`src/rtl/adc_spi_pkg.sv`:
```
// Shared definitions for the ADC SPI responder: FSM state encoding,
// default frame geometry and the bit index width.
package adc_spi_pkg;

    localparam int DATA_BITS_DEF  = 8;   // sample width
    localparam int LEAD_ZEROS_DEF = 3;   // zero bits sent before the MSB
    localparam int FRAME_BITS_DEF = 16;  // sclk falling edges per frame
    localparam int BIT_IDX_W      = 5;   // holds 0..FRAME_BITS

    typedef enum logic [1:0] {
        ST_IDLE  = 2'd0,
        ST_SHIFT = 2'd1,
        ST_QUIET = 2'd2
    } state_t;

endpackage

```
`src/rtl/sync_edge.sv`:
```
// Two-flop synchronizer for an asynchronous pin followed by an edge-detect
// flop. rise/fall are single-cycle pulses that the consumer acts on at the
// third clk edge after the pin changes. All flops reset to 1, the idle level
// of both sclk and cs_n, so a quiet bus produces no edge after reset.
module sync_edge (
    input  logic clk,
    input  logic reset,
    input  logic din,
    output logic rise,
    output logic fall
);

    logic meta;
    logic sync;
    logic prev;

    // Synchronizer chain plus delayed copy for edge detection.
    always_ff @(posedge clk) begin
        // NOTE: non-blocking assignments make each flop capture the previous stage's old value; blocking ones would collapse the chain into a single flop.
        if (!reset) begin
            meta <= 1'b1;
            sync <= 1'b1;
            prev <= 1'b1;
        end else begin
            meta <= din;
            sync <= meta;
            prev <= sync;
        end
    end

    assign rise = sync & ~prev;
    assign fall = ~sync & prev;

endmodule

```
`src/rtl/adc_spi_responder.sv`:
```
// ADC emulator on the responder side of an SPI link. Each cs_n low period is
// one conversion frame: the sample (host data, internal ramp, or the previous
// sample on underrun) is shifted out MSB first between LEAD_ZEROS leading and
// trailing zero bits, one bit per sclk falling edge, all in the clk domain.
module adc_spi_responder
    import adc_spi_pkg::*;
#(
    parameter int DATA_BITS  = DATA_BITS_DEF,
    parameter int LEAD_ZEROS = LEAD_ZEROS_DEF,
    parameter int FRAME_BITS = FRAME_BITS_DEF
) (
    input  logic                 clk,
    input  logic                 reset,
    input  logic                 sclk,
    input  logic                 cs_n,
    output logic                 sdata,
    output logic                 sdata_oe,
    input  logic [DATA_BITS-1:0] sample_data,
    input  logic                 sample_valid,
    output logic                 sample_ack,
    input  logic                 pattern_en,
    output logic                 conv_done,
    output logic [15:0]          conv_count,
    output logic                 underrun,
    output logic                 frame_error
);

    localparam logic [BIT_IDX_W-1:0] LAST_IDX = BIT_IDX_W'(FRAME_BITS - 1);

    state_t                 state;
    state_t                 state_next;
    logic [BIT_IDX_W-1:0]   bit_idx;
    logic [DATA_BITS-1:0]   sample_q;
    logic [DATA_BITS-1:0]   ramp;

    logic sclk_rise_unused;
    logic sclk_fall;
    logic cs_rise;
    logic cs_fall;

    logic frame_start;
    logic shift_step;
    logic frame_finish;
    logic frame_abort;
    logic shifting;

    sync_edge u_sync_sclk (
        .clk   (clk),
        .reset (reset),
        .din   (sclk),
        .rise  (sclk_rise_unused),
        .fall  (sclk_fall)
    );

    sync_edge u_sync_cs (
        .clk   (clk),
        .reset (reset),
        .din   (cs_n),
        .rise  (cs_rise),
        .fall  (cs_fall)
    );

    // Serial bit for a given frame position: zeros outside the sample window,
    // otherwise the sample MSB first.
    function automatic logic bit_at(input logic [BIT_IDX_W-1:0] idx,
                                    input logic [DATA_BITS-1:0] s);
        logic [DATA_BITS-1:0] shifted;
        logic                 in_window;
        in_window = (int'(idx) >= LEAD_ZEROS) && (int'(idx) < LEAD_ZEROS + DATA_BITS);
        shifted   = s << (int'(idx) - LEAD_ZEROS);
        return in_window & shifted[DATA_BITS-1];
    endfunction

    // State register.
    always_ff @(posedge clk) begin
        if (!reset) begin
            state <= ST_IDLE;
        end else begin
            state <= state_next;
        end
    end

    // Next-state decode; a cs_n rise wins over a coincident sclk fall.
    always_comb begin
        // NOTE: state_next gets a default before the case so every path assigns it; a missing assignment in combinational logic infers a latch.
        state_next = state;
        case (state)
            ST_IDLE:  if (cs_fall) state_next = ST_SHIFT;
            ST_SHIFT: begin
                if (cs_rise) begin
                    state_next = ST_IDLE;
                end else if (sclk_fall && bit_idx == LAST_IDX) begin
                    state_next = ST_QUIET;
                end
            end
            ST_QUIET: if (cs_rise) state_next = ST_IDLE;
            default:  state_next = ST_IDLE;
        endcase
    end

    // Frame events derived from state and synchronized edges.
    always_comb begin
        sdata_oe     = (state != ST_IDLE);
        frame_start  = (state == ST_IDLE) && cs_fall;
        frame_abort  = (state == ST_SHIFT) && cs_rise;
        shift_step   = (state == ST_SHIFT) && sclk_fall && !cs_rise;
        frame_finish = shift_step && (bit_idx == LAST_IDX);
        shifting     = (state == ST_SHIFT) && !cs_rise && !frame_finish;
    end

    // Sample capture, bit counter, registered serial data, counters and pulses.
    always_ff @(posedge clk) begin
        if (!reset) begin
            bit_idx     <= '0;
            sample_q    <= '0;
            ramp        <= '0;
            conv_count  <= '0;
            sdata       <= 1'b0;
            sample_ack  <= 1'b0;
            underrun    <= 1'b0;
            conv_done   <= 1'b0;
            frame_error <= 1'b0;
        end else begin
            sample_ack  <= 1'b0;
            underrun    <= 1'b0;
            conv_done   <= frame_finish;
            frame_error <= frame_abort;

            if (frame_start) begin
                bit_idx <= '0;
                if (pattern_en) begin
                    sample_q <= ramp;
                end else if (sample_valid) begin
                    sample_q   <= sample_data;
                    sample_ack <= 1'b1;
                end else begin
                    underrun <= 1'b1;
                end
            end else if (shift_step) begin
                bit_idx <= bit_idx + BIT_IDX_W'(1);
            end

            if (frame_finish) begin
                conv_count <= conv_count + 16'd1;
                ramp       <= ramp + DATA_BITS'(1);
            end

            // Zero outside SHIFT keeps the line low while tristated and in QUIET.
            sdata <= shifting ? bit_at(bit_idx, sample_q) : 1'b0;
        end
    end

endmodule

```
`config.mk`:
```
export PLATFORM = sky130hd
export DESIGN_NAME = adc_spi_responder
export DESIGN_NICKNAME = d
export VERILOG_FILES = /design/src/rtl/adc_spi_pkg.sv /design/src/rtl/sync_edge.sv /design/src/rtl/adc_spi_responder.sv
export SDC_FILE = /design/constraint.sdc
export NUM_CORES = 1
export LEC_CHECK = 0
export ABC_CLOCK_PERIOD_IN_PS = 5100
export CAP_MARGIN = 20
export CELL_PAD_IN_SITES_DETAIL_PLACEMENT = 0
export CELL_PAD_IN_SITES_GLOBAL_PLACEMENT = 2
export CORE_MARGIN = 10
export CORE_UTILIZATION = 35
export DETAILED_ROUTE_END_ITERATION = 10
export HOLD_SLACK_MARGIN = 0.02
export PLACE_DENSITY_LB_ADDON = 0.1
export SETUP_SLACK_MARGIN = 0.02
export SYNTH_ARGS = -nofsm -noshare
export SYNTH_HDL_FRONTEND = slang
export SYNTH_SLANG_ARGS = --single-unit
export TNS_END_PERCENT = 30
```
`constraint.sdc`:
```
create_clock -name clk -period 5.1 [get_ports clk]
set_input_delay 0.765 -clock clk [delete_from_list [all_inputs] [get_ports clk]]
set_output_delay 0.765 -clock clk [all_outputs]
set_load 0.1 [all_outputs]
```
# [Word level (Yosys, flattened, before mapping)]
# Index checks and enable logic that the tools add are counted.
# Widths: inputs -> output; s select.
[word_totals] inputBits=14 regBits=50 output_inout_bits=22 ramBits=0 memories=0 romBits=0 wordCells=66 latch_bits=0
[op_classes] reduce_logical=19 n_bitwise=9 n_addsub=4 magnitude_cmp=2 mul=0 n_eq_ne=6 n_mux=9 shift=1 n_div=0
[ops] operator="$shl 8x32->8" n=1
[ops] operator="$add 16x1->16 const B" n=1
[ops] operator="$mux 8" n=2
[ops] operator="$logic_and 1x1->1" n=9
[ops] operator="$add 8x1->8 const B" n=1
[ops] operator="$mux 2" n=4
[ops] operator="$pmux 2 s3" n=1
[ops] operator="$sub 5x2->6 const B" n=1
[ops] operator="$add 5x1->5 const B" n=1
[ops] operator="$eq 5x4->1 const B" n=1
[ops] operator="$ge 5x2->1 const B" n=1
[ops] operator="$lt 5x4->1 const B" n=1
[ops] operator="$not 1->1" n=5
[ops] operator="$and 1x1->1" n=4
[ops] operator="$ne 2x2->1 const B" n=2
[ops] operator="$reduce_and 2->1" n=2
[ops] operator="$reduce_bool 2->1" n=2
[ops] operator="$ne 3x3->1 const B" n=1
[ops] operator="$reduce_and 3->1" n=1
[ops] operator="$reduce_or 3->1" n=1
[ops] operator="$eq 2x1->1 const B" n=1
[ops] operator="$eq 2x2->1 const B" n=1
[ops] operator="$logic_not 1->1" n=2
[ops] operator="$logic_not 2->1" n=1
[ops] operator="2 further kinds" n=3

# [Longest topological paths before layout]
[depth] ltp_word=8 mapped_depth=8 mapped_depth_nobuf=7

# [Modules after synthesis]
# Synthesis repeated with hierarchy kept, for this count alone.
[unflattened] hier_cells=239 hier_area_um2=2179.6
[by_module_without_submodules] module="adc_spi_responder" seq_area_each_um2=880.8 area_each_um2=1996.9 cells_each=223 n_inst=1
[by_module_without_submodules] module="sync_edge" seq_area_each_um2=60.1 area_each_um2=91.3 cells_each=8 n_inst=2

# [Least setup slack after synthesis]
# No wires, ideal clock.
[synth_timing] path_type="register to register" startpoint="register conv_count[2]" endpoint="register conv_count[11]" n_path_buf=1 setup_ns=0.070 path_stages_with_launch=6 required_ns=5.030 period_less_slack_ns=2.327 arrival_time_ns=2.258 path_slack_ns=2.773 path_cell_list="dfxtp_1 -> nand3_1 -> or3_1 -> buf_6 -> or4_1 -> a21oi_1"
[synth_via] elab_chain_cells=1
[synth_rtl] element="start, declared" line="adc_spi_responder.sv:23" rtl="output logic [15:0] conv_count,"
[synth_rtl] element="start signal, assigned" line="adc_spi_responder.sv:144" rtl="conv_count <= conv_count + 16'd1;"
[synth_rtl] element="$add 16x1->16" line="adc_spi_responder.sv:144"
# No other way between the ends.
# A chain may end at the register's enable or synchronous reset.

# [Worst setup path after layout]
[layout_timing] startpoint="register state[0]" endpoint="output port sdata_oe"
[layout_via] elab_chain_cells=1
[layout_rtl] element="start, declared" line="adc_spi_responder.sv:30" rtl="state_t state;"
[layout_rtl] element="start signal, assigned" line="adc_spi_responder.sv:79" rtl="state <= state_next;"
[layout_rtl] element="$reduce_bool 2->1" line="adc_spi_responder.sv:103" rtl="sdata_oe = (state != ST_IDLE);"
[layout_rtl] element="end, declared" line="adc_spi_responder.sv:17" rtl="output logic sdata_oe,"
# No other way between the ends.

==> results.sh <==
export IMPL_status="finished, final reports clean"
export IMPL_post_route_period_util=0.537
export IMPL_die_area_um2=10000
export IMPL_path_cells="or2_2 -> clkdlybuf4s50_1"
export IMPL_cts_tree="yes"
export IMPL_gp_congestion=0.736
export IMPL_crit_type="flop to output pin"
export IMPL_dp_cells=347
export IMPL_cts_resized=0
export IMPL_drt_iter0_drc=75
export IMPL_hold_path_class="flop to flop"
export IMPL_synth_area_leaders="dfxtp_1 45%, a21oi_1 4.5%, mux2i_1 4.5%, nor2_1 3.8%, or4_1 3.7%"
export IMPL_grt_pass1_vias=1793
export IMPL_totalWireLength_um=5450
export IMPL_grt_pass1_wl_um=9060
export IMPL_grt_overflow_total=0
export IMPL_clockBufferDepth=2
export IMPL_post_drt_wl_per_cell_um=15.4
export IMPL_worstPathRequired_ns=4.34
export IMPL_ys_warn_count=0
export IMPL_drc=0
export IMPL_dp_hpwl_um=3810
export IMPL_cts_root_buf="clkbuf_8"
export IMPL_dieHeight_um=100
export IMPL_num_vias=1889
export IMPL_rsz0062_at_grt="false"
export IMPL_via_per_inst=5.32
export IMPL_clock_sinks=50
export IMPL_die_x_um=100
export IMPL_cp_num_buf_inv=1
export IMPL_setup_viol=0
export IMPL_synth_seq_area_share=0.445
export IMPL_clk_insertion_delay_late_ns=0.31
export IMPL_crit_path_end_kind="output pin"
export IMPL_slew_viol_final=0
export IMPL_fill_cells=629
export IMPL_ir_drop_mv=0.136
export IMPL_grt_usage=0.111
export IMPL_yosysTopAreaCellShare=0.445
export IMPL_period_needed_ns=2.74
export IMPL_rows=29
export IMPL_postCtsSetupBuffers=0
export IMPL_hold_viol_final=0
export IMPL_tns_ns=0
export IMPL_cts_buffers=5
export IMPL_cp_top_family="buffers and inverters"
export IMPL_p_leak_nw=0.883
export IMPL_numPortBuffers=35
export IMPL_finalClockSkew_ns=0.00308
export IMPL_antenna_found_initial=0
export IMPL_start_kind="flop"
export IMPL_start_util=0.358
export IMPL_cap_viol_max_count=0
export IMPL_synth_largest_area_cell="dfxtp_1"
export IMPL_synth_cells=244
export IMPL_synth_cell_types=40
export IMPL_area_delta_synth_final_pct=22.9
export IMPL_critPathSlowestCell="clkdlybuf4s50_1"
export IMPL_relSlewSlack=0.349
export IMPL_syn_num_nets=262
export IMPL_io_pins=36
export IMPL_path_clk_slew_ns=0.09
export IMPL_cts_max_level=2
export IMPL_core_um2=6280
export IMPL_syn_area_um2=2250
export IMPL_cp_max_fo=5
export IMPL_arrival_ns=1.98
export IMPL_ys_ff_latch=50
export IMPL_ant_nets=0
export IMPL_drive_above_1_share=0.0540
export IMPL_syn_avg_cell_area_um2=9.21
export IMPL_cpPeakStageDelay_ns=1.12
export IMPL_grt_start_max_net_pins=37
export IMPL_power_density_nw_per_um2=262
export IMPL_fmax_mhz=365
export IMPL_tightest_slew_ns=0.973
export IMPL_nNetsFinal=295
export IMPL_firstDrtPassIters=4
export IMPL_cts_hold_buf=0
export IMPL_final_cells=355
export IMPL_diodes=0
worst reg2reg max path, stage by stage (launching register included):
cell	delay, ns
dfxtp_1	0.50
ha_1	0.33
and3_1	0.20
ha_1	0.18
and3b_1	0.28
nand4_2	0.40
or4_1	0.63
a21oi_1	0.15
per-layer routing:
layer | global-route usage | wire, µm
met3 | 0.0337 | 284
met1 | 0.143 | 2640
met4 | 0.0424 | 76
met5 | 0 | 0
met2 | 0.168 | 2450
cell usage after synthesis, drive strengths merged:
cell type	count
inv	4
nor3	5
xor2	1
nor2	23
and4	2
and4b	1
buf	5
or2	1
a211oi	9
o31ai	10
and2b	1
ha	4
o21a	1
nand3	9
a21o	1
dfxtp	50
or4	11
and3	1
o2111ai	1
nand4	6
nand2b	12
clkinv	1
nand3b	2
nand2	13
a21oi	20
mux2i	10
o211ai	1
nand4b	1
or3	5
clkbuf	6
nor4b	3
xnor2	9
mux4	2
and3b	1
nor2b	2
nor4	6
o21ai	4
cell families (layout without fill, tap and decap cells):
| logic type | Yosys count | count (layout) | synth area share |
|---|---|---|---|
| xor gates and xnor gates | 10 | 10 | 0.0390 |
| AOI/OAI and AO/OA | 47 | 47 | 0.131 |
| adders and majority gates | 4 | 4 | 0.0223 |
| muxes | 12 | 12 | 0.0646 |
| DFF | 50 | 50 | 0.445 |
| and+or+nand+nor | 105 | 105 | 0.264 |
| buffers and inverters | 16 | 50 | 0.0334 |
sequential cells by signal, summed over array words and instances (netlist names), 2 cells and up:
signal	flops
sample_q	8
state	2
conv_count	16
ramp	8
bit_idx	5
metrics by stage:
step | worst slack (ns) | hold WS (ns) | cell area, µm² | total power (W) | util
floorplan | 2.77 | 0.386 | 2250 | 0.000435 | -
detailed placement | 2.41 | 0.403 | 2650 | 0.000453 | 0.423
finish | 2.36 | 0.417 | 2760 | 0.000725 | 0.440
global placement | 2.47 | 0.404 | 2650 | 0.000454 | 0.423
CTS | 2.34 | 0.420 | 2760 | 0.000737 | 0.440
global route | 2.13 | 0.431 | 2760 | 0.000752 | 0.440
path summary, 6_finish.rpt:
kind                  start        endpoint  slack [ns]  cells after the start
min          u_sync_cs.meta  u_sync_cs.sync        0.42                      1
min reg2reg  u_sync_cs.meta  u_sync_cs.sync        0.42                      1
max reg2reg      bit_idx[0]   conv_count[9]        2.36                      7
max                state[0]        sdata_oe        2.36                      2
final cells by class:
cell class / instances / area [µm²] / area share
multi-input combinational: 178 / 1170 / 0.424
sequential: 50 / 1000 / 0.362
timing repair buffer: 37 / 365 / 0.132
tap: 77 / 96.3 / 0.0349
clock buffer: 5 / 68.8 / 0.0249
clock inverter: 3 / 40.0 / 0.0145
inverter: 5 / 18.8 / 0.00679
where the power goes:
group          leakage, nW  internal [W]  total (W)  switching, W
sequential           0.405      0.000396   0.000399    0.00000366
combinational        0.421     0.0000201  0.0000440     0.0000240
clock               0.0579      0.000145   0.000281      0.000137
cells in the final DEF, fill, tap and decap left out, types with 3 or more instances in the layout:
| cell type | instances |
|---|---|
| nor4b_1 | 3 |
| clkdlybuf4s50_1 | 35 |
| mux2i_1 | 10 |
| nor4_1 | 6 |
| or4_1 | 11 |
| nor2_1 | 23 |
| dfxtp_1 | 50 |
| ha_1 | 4 |
| nand3_1 | 9 |
| nand4_1 | 5 |
| nand2_1 | 13 |
| or3_1 | 5 |
| a211oi_1 | 9 |
| nand2b_1 | 12 |
| clkbuf_8 | 5 |
| o31ai_1 | 10 |
| xnor2_1 | 9 |
| a21oi_1 | 20 |
| inv_1 | 4 |
| nor3_1 | 5 |
| o21ai_0 | 4 |
(Power assumes the default switching activity.)
